==> src/rtl/ahbl_pkg.sv <==
// Shared AHB-Lite encodings and the default-slave state type.
package ahbl_pkg;

  typedef enum logic [1:0] {
    HTRANS_IDLE   = 2'b00,
    HTRANS_BUSY   = 2'b01,
    HTRANS_NONSEQ = 2'b10,
    HTRANS_SEQ    = 2'b11
  } htrans_e;

  localparam logic HRESP_OKAY  = 1'b0;
  localparam logic HRESP_ERROR = 1'b1;

  typedef enum logic [1:0] {
    DS_IDLE = 2'b00,
    DS_ERR1 = 2'b01,
    DS_ERR2 = 2'b10
  } ds_state_e;

endpackage

==> src/rtl/ahbl_bus_mux_if.sv <==
// AHB-Lite bus bundle between the master, the slaves and the interconnect.
interface ahbl_bus_mux_if #(
  parameter int NUM_SLAVES = 6
);
  logic [31:0]              HADDR;
  logic [1:0]               HTRANS;
  logic                     HREADY;
  logic [31:0]              HRDATA;
  logic                     HRESP;
  logic [NUM_SLAVES-1:0]    HSEL;
  logic [NUM_SLAVES-1:0]    HREADY_S;
  logic [32*NUM_SLAVES-1:0] HRDATA_S;
  logic [NUM_SLAVES-1:0]    HRESP_S;

  // slave: the interconnect itself; master: the surrounding master + slaves
  modport slave (
    input  HADDR, HTRANS, HREADY_S, HRDATA_S, HRESP_S,
    output HREADY, HRDATA, HRESP, HSEL
  );

  modport master (
    output HADDR, HTRANS, HREADY_S, HRDATA_S, HRESP_S,
    input  HREADY, HRDATA, HRESP, HSEL
  );
endinterface

==> src/rtl/ahbl_default_slave.sv <==
// Default slave: two-cycle ERROR response for unmapped active transfers.
module ahbl_default_slave
  import ahbl_pkg::*;
(
  input  logic HCLK,
  input  logic HRESET,
  input  logic HREADY,
  input  logic capture,
  input  logic unmapped,
  output logic HREADYOUT,
  output logic HRESP
);

  ds_state_e state, state_nxt;
  logic      take;

  assign take = HREADY & capture & unmapped;

  always_ff @(posedge HCLK) begin
    if (HRESET) state <= DS_IDLE;
    else        state <= state_nxt;
  end

  always_comb begin
    state_nxt = state;
    HREADYOUT = 1'b1;
    HRESP     = HRESP_OKAY;
    case (state)
      DS_IDLE: if (take) state_nxt = DS_ERR1;
      DS_ERR1: begin
        HREADYOUT = 1'b0;
        HRESP     = HRESP_ERROR;
        state_nxt = DS_ERR2;
      end
      DS_ERR2: begin
        HRESP     = HRESP_ERROR;
        state_nxt = take ? DS_ERR1 : DS_IDLE;
      end
      default: state_nxt = DS_IDLE;
    endcase
  end

endmodule

==> src/rtl/ahbl_bus_mux.sv <==
// AHB-Lite single-master page decoder and data-phase response mux.
// AHBL_BUS_MUX_ERR_EN enables the ERROR-returning default slave.
module ahbl_bus_mux
  import ahbl_pkg::*;
#(
  parameter int                          NUM_SLAVES    = 6,
  parameter int                          PAGE_LSB      = 24,
  parameter int                          PAGE_W        = 8,
  parameter logic [NUM_SLAVES*PAGE_W-1:0] SLV_PAGES    = {8'h40, 8'h4A, 8'h49, 8'h48, 8'h20, 8'h00},
  parameter logic [31:0]                 DEFAULT_RDATA = 32'hDEADBEEF
) (
  input  logic            HCLK,
  input  logic            HRESET,
  ahbl_bus_mux_if.slave   bus
);

  logic [PAGE_W-1:0]     page;
  logic [NUM_SLAVES-1:0] hsel;
  logic [NUM_SLAVES-1:0] dp_sel;
  logic                  active;
  logic                  hready;
  logic                  owner_ready;
  logic                  owner_resp;
  logic [31:0]           owner_rdata;
  logic                  ds_ready;
  logic                  ds_resp;
  logic                  unused_bits;

  assign page   = bus.HADDR[PAGE_LSB +: PAGE_W];
  assign active = bus.HTRANS[1];
  assign unused_bits = ^{bus.HADDR, bus.HTRANS[0]};

  // Scan from the top so the lowest matching index is the last one written.
  always_comb begin
    hsel = '0;
    for (int i = NUM_SLAVES - 1; i >= 0; i--) begin
      if (page == SLV_PAGES[i*PAGE_W +: PAGE_W]) begin
        hsel    = '0;
        hsel[i] = 1'b1;
      end
    end
  end

  assign bus.HSEL = hsel;

  always_ff @(posedge HCLK) begin
    if (HRESET)      dp_sel <= '0;
    else if (hready) dp_sel <= active ? hsel : '0;
  end

  always_comb begin
    owner_ready = 1'b1;
    owner_resp  = HRESP_OKAY;
    owner_rdata = DEFAULT_RDATA;
    for (int i = 0; i < NUM_SLAVES; i++) begin
      if (dp_sel[i]) begin
        owner_ready = bus.HREADY_S[i];
        owner_resp  = bus.HRESP_S[i];
        owner_rdata = bus.HRDATA_S[32*i +: 32];
      end
    end
  end

`ifdef AHBL_BUS_MUX_ERR_EN
  ahbl_default_slave u_def (
    .HCLK     (HCLK),
    .HRESET   (HRESET),
    .HREADY   (hready),
    .capture  (active),
    .unmapped (~|hsel),
    .HREADYOUT(ds_ready),
    .HRESP    (ds_resp)
  );
`else
  assign ds_ready = 1'b1;
  assign ds_resp  = HRESP_OKAY;
`endif

  // The default slave is only busy while no real slave owns the data phase.
  always_comb begin
    if (|dp_sel) begin
      hready = owner_ready;
      bus.HRESP = owner_resp;
    end else begin
      hready = ds_ready;
      bus.HRESP = ds_resp;
    end
  end

  assign bus.HREADY = hready;
  assign bus.HRDATA = owner_rdata;

endmodule

==> src/flat_wrapper.sv <==
// flat-port wrapper written by rule: the top's interface ports become plain ports
module ahbl_bus_mux_flat import ahbl_pkg::*;
#(
  parameter int                          NUM_SLAVES    = 6,
  parameter int                          PAGE_LSB      = 24,
  parameter int                          PAGE_W        = 8,
  parameter logic [NUM_SLAVES*PAGE_W-1:0] SLV_PAGES    = {8'h40, 8'h4A, 8'h49, 8'h48, 8'h20, 8'h00},
  parameter logic [31:0]                 DEFAULT_RDATA = 32'hDEADBEEF
)
  (HCLK, HRESET, bus_HADDR, bus_HTRANS, bus_HREADY_S, bus_HRDATA_S, bus_HRESP_S, bus_HREADY, bus_HRDATA, bus_HRESP, bus_HSEL);
  ahbl_bus_mux_if #(.NUM_SLAVES(NUM_SLAVES)) bus_i ();
  input  logic HCLK;
  input  logic HRESET;
  input wire logic [$bits(bus_i.HADDR)-1:0] bus_HADDR;
  input wire logic [$bits(bus_i.HTRANS)-1:0] bus_HTRANS;
  input wire logic [$bits(bus_i.HREADY_S)-1:0] bus_HREADY_S;
  input wire logic [$bits(bus_i.HRDATA_S)-1:0] bus_HRDATA_S;
  input wire logic [$bits(bus_i.HRESP_S)-1:0] bus_HRESP_S;
  output wire logic [$bits(bus_i.HREADY)-1:0] bus_HREADY;
  output wire logic [$bits(bus_i.HRDATA)-1:0] bus_HRDATA;
  output wire logic [$bits(bus_i.HRESP)-1:0] bus_HRESP;
  output wire logic [$bits(bus_i.HSEL)-1:0] bus_HSEL;
  assign bus_i.HADDR = bus_HADDR;
  assign bus_i.HTRANS = bus_HTRANS;
  assign bus_i.HREADY_S = bus_HREADY_S;
  assign bus_i.HRDATA_S = bus_HRDATA_S;
  assign bus_i.HRESP_S = bus_HRESP_S;
  assign bus_HREADY = bus_i.HREADY;
  assign bus_HRDATA = bus_i.HRDATA;
  assign bus_HRESP = bus_i.HRESP;
  assign bus_HSEL = bus_i.HSEL;
  ahbl_bus_mux #(.NUM_SLAVES(NUM_SLAVES), .PAGE_LSB(PAGE_LSB), .PAGE_W(PAGE_W), .SLV_PAGES(SLV_PAGES), .DEFAULT_RDATA(DEFAULT_RDATA)) u_core (.HCLK(HCLK), .HRESET(HRESET), .bus(bus_i));
endmodule
==> config.mk <==
export PLATFORM = sky130hd
export DESIGN_NAME = ahbl_bus_mux_flat
export DESIGN_NICKNAME = d
export VERILOG_FILES = /design/src/rtl/ahbl_pkg.sv /design/src/rtl/ahbl_bus_mux_if.sv /design/src/rtl/ahbl_default_slave.sv /design/src/rtl/ahbl_bus_mux.sv /design/src/flat_wrapper.sv
export SDC_FILE = /design/constraint.sdc
export NUM_CORES = 1
export LEC_CHECK = 0
export BUFFER_PORTS_ARGS = -buffer_cell sky130_fd_sc_hd__buf_2
export CORE_AREA = 2 2 108 110
export CTS_CLUSTER_SIZE = 28
export DETAILED_ROUTE_END_ITERATION = 8
export DIE_AREA = 0 0 110 112
export GPL_TIMING_DRIVEN = 0
export PLACE_DENSITY = 0.5
export SYNTH_ARGS = -nofsm -noshare
export SYNTH_HDL_FRONTEND = slang
export SYNTH_SLANG_ARGS = --single-unit
==> constraint.sdc <==
create_clock -name HCLK -period 4.2 [get_ports HCLK]
set_input_delay 1.05 -clock HCLK [delete_from_list [all_inputs] [get_ports HCLK]]
set_output_delay 1.05 -clock HCLK [all_outputs]
set_load 0.01 [all_outputs]
==> flow_metrics.tcl <==
set metrics [dict create \
    site_rows 39 \
    number_of_levels_in_the_clock_h_tree 1 \
    timing.slew.headroom_pct 56.4 \
    hp-start "u_core.dp_sel[0]$_SDFFE_PP0P_" \
    grt_pass1_wl_um 16900 \
    yosys_register_bits 6 \
    first_iter_violations 156 \
    mapped_area_mm2 0.00189 \
    status "finished, final reports clean" \
    worst_ep_arrival_time_ns 2.36 \
    area.growth.synth_to_final_pct 80.8 \
    critical_path.max_fanout 10 \
    postCtsSetupBuffers 0 \
    drv.max_cap_violation_count 0 \
    syn-mean-instance-area_um2 6.53 \
    stdcell_area_mm2 0.00341 \
    clk-insertion-delay-late_ns 0.23 \
    dpl.hpwl_um 10200 \
    grt.total_usage_pct 17.9 \
    drive_gt1_share_pct 48.7 \
    hold-path-endpoint "u_core.dp_sel[0]$_SDFFE_PP0P_" \
    placed_cells 686 \
    grt_start_max_net_pins 11 \
    timing.rr.end "u_core.dp_sel[3]$_SDFFE_PP0P_" \
    layoutNonFillerInstCount 689 \
    clock.fmax_mhz 293 \
    detail_route.drc_violations 0 \
    fp.dieArea_mm2 0.0123 \
    worstHoldPathCells 2 \
    initial_utilization_pct 16.9 \
    fin_crit_ns 3.41 \
    postSynthCellCount 289 \
    totalWireLength_um 11900 \
    drtPass1Iterations 4 \
    synth_cell_types 31 \
    crit_path_start_kind "register" \
    highest_layer "met4" \
    finish.net_count 788 \
    clkSinkCount 6 \
    number_of_cts_inserted_buffers 3 \
    setup-tns-final_ns 0 \
    num_vias 3367 \
    die-height_um 112 \
    finalHoldWorstSlack_ns 0.513 \
    setup-violations-final 0 \
    r2r_slack_ns 2.20 \
    net_count_synth 529 \
    layout.core_utilization_pct 30.5 \
    setup.worst_path.class "register to primary output" \
    cts.path.max_buffers 2 \
    final-max-slew-violation-count 0 \
    first_global_vias 3402 \
    route.layer.met1.wl_um 4640 \
    synth_warnings 0 \
    largest_reg_flops 6 \
    top_register "u_core.dp_sel" \
    gr-total-overflow 0 \
    wl_met2_um 6180 \
    floorplan.core_area_mm2 0.0112 \
    drtAntennaViolNets 0 \
    hold_wc_path_type "register to register" \
    insertedDiodeCount 0 \
    clock_skew_ns 0.00220 \
    synth-seq-area-share_pct 6.37 \
    antenna_found_initial 0 \
    buffer_ports.inserted 254 \
    finalWeightedCongestion 0.881 \
    ff2ff_path_depth 5 \
    postCtsResizedCells 0 \
    worst-slew-pin-transition_ns 0.654 \
    grt_setup_unrepaired "no" \
    root_buffer "sky130_fd_sc_hd__clkbuf_16" \
    post_drt_via_cell_ratio 4.89 \
    crit_end_category "primary output" \
    clk_pin_slew_worst_paths_ns 0.03 \
    nFillCells 1257 \
    cts_tree "yes" \
    worst_ir_drop_vdd_mv 0.0810 \
    power_density_mw_per_mm2 98.6 \
    total_leakage_power_uw 0.00151 \
    critical_path.reg2reg.startpoint "u_core.dp_sel[3]$_SDFFE_PP0P_" \
    dr_wl_met3_um 981 \
    finalHoldViolCount 0 \
    number_of_buffers_added_to_fix_hold_violations_after_cts 0 \
    die_width_um 110 \
    largest_registers "u_core.dp_sel (6)" \
    placedInstanceArea_mm2 0.00334 \
    routed_wire_length_per_instance_um 17.3 \
    worst_ep_required_time_ns 3.15 \
    ios 280 \
    post-route-period-util_pct 81.2 \
]
[placed cells by master (no fill, tap or decap), drive strengths merged]
cell type / instances
nand3: 1
a311oi: 1
nand3b: 2
clkbuf: 31
o21a: 24
mux2i: 3
nor3b: 2
a21oi: 44
or3b: 1
a211o: 9
nor4: 6
o22ai: 33
or4: 1
o21bai: 2
nor2b: 28
o32ai: 1
a22oi: 24
a211oi: 1
buf: 260
or2: 2
nor3: 1
dfxtp: 6
o22a: 1
or3: 2
a221oi: 9
inv: 13
nand2b: 7
o31ai: 24
nand2: 7
[per-stage QoR]
step           worst slack [ns]  total power [µW]
2_1_floorplan              1.15              72.9
3_3_place_gp              0.915               178
5_1_grt                   0.638               352
3_5_place_dp              0.907               181
4_1_cts                   0.685               339
6_report                  0.792               336
[report_power, final]
part	total [µW]	switching [µW]	internal (µW)	leakage [µW]
Combinational	122	44.6	77.9	0.00142
Clock	156	34.0	122	0.0000370
Sequential	57.5	0.0849	57.4	0.0000483
Total	336	78.7	258	0.00151
[routing by layer]
metal / vias to the layer above / track usage [%]
li1: 1652 / -
met1: 1504 / 20.1
met2: 197 / 35.3
met3: 14 / 1.93
met4: 0 / 3.21
met5: - / 0
[synthesized netlist by cell type (all sizes together)]
library cell / instances / area (µm²)
or3b: 1 / 8.76
nor4: 6 / 37.5
nand2b: 7 / 43.8
dfxtp: 6 / 120
inv: 13 / 48.8
or3: 2 / 12.5
a211oi: 1 / 12.5
nor3b: 2 / 15.0
o31ai: 24 / 180
o22ai: 33 / 206
a221oi: 9 / 78.8
a22oi: 24 / 180
mux2i: 3 / 30.0
a311oi: 1 / 15.0
nor2b: 28 / 175
nand2: 7 / 26.3
o21bai: 2 / 15.0
o32ai: 1 / 8.76
clkbuf: 28 / 105
a211o: 9 / 78.8
a21oi: 44 / 220
o21a: 24 / 180
or2: 2 / 12.5
nand3b: 2 / 15.0
o22a: 1 / 8.76
or4: 1 / 7.51
nand3: 1 / 5.00
nor3: 1 / 5.00
buf: 6 / 33.8
[how the worst max path moves through the flow]
stage | startpoint | to
3_5_place_dp | bus_HREADY_S[5] | bus_HREADY
3_3_place_gp | u_core.dp_sel[3]$_SDFFE_PP0P_ | bus_HRDATA[20]
4_1_cts | u_core.dp_sel[3]$_SDFFE_PP0P_ | bus_HRDATA[20]
2_1_floorplan | bus_HADDR[29] | bus_HSEL[3]
6_report | u_core.dp_sel[3]$_SDFFE_PP0P_ | bus_HRDATA[20]
5_1_grt | u_core.dp_sel[3]$_SDFFE_PP0P_ | bus_HRDATA[17]
[worst max-delay path: stages (launching register included)]
cell	delay [ns]
sky130_fd_sc_hd__dfxtp_1	0.29
sky130_fd_sc_hd__clkbuf_1	0.32
sky130_fd_sc_hd__clkbuf_1	0.51
sky130_fd_sc_hd__buf_1	0.44
sky130_fd_sc_hd__a21oi_1	0.13
sky130_fd_sc_hd__a21oi_1	0.25
sky130_fd_sc_hd__buf_2	0.17
[kinds of logic after synthesis]
kind of cell	Yosys count	share of synthesized area (%)
buf+inv	47	9.95
compound gates	173	62.8
simple gates	60	19.3
mux	3	1.59
flops	6	6.37
[final cells by class]
cell class | count | area [µm²] | share of cell area [%]
timing repair buffer | 254 | 1270 | 37.3
buffer | 34 | 139 | 4.07
sequential | 6 | 120 | 3.52
tap | 143 | 179 | 5.24
multi-input combinational | 236 | 1580 | 46.3
inverter | 13 | 48.8 | 1.43
clock buffer | 3 | 75.1 | 2.20
(Power assumes the default switching activity.)
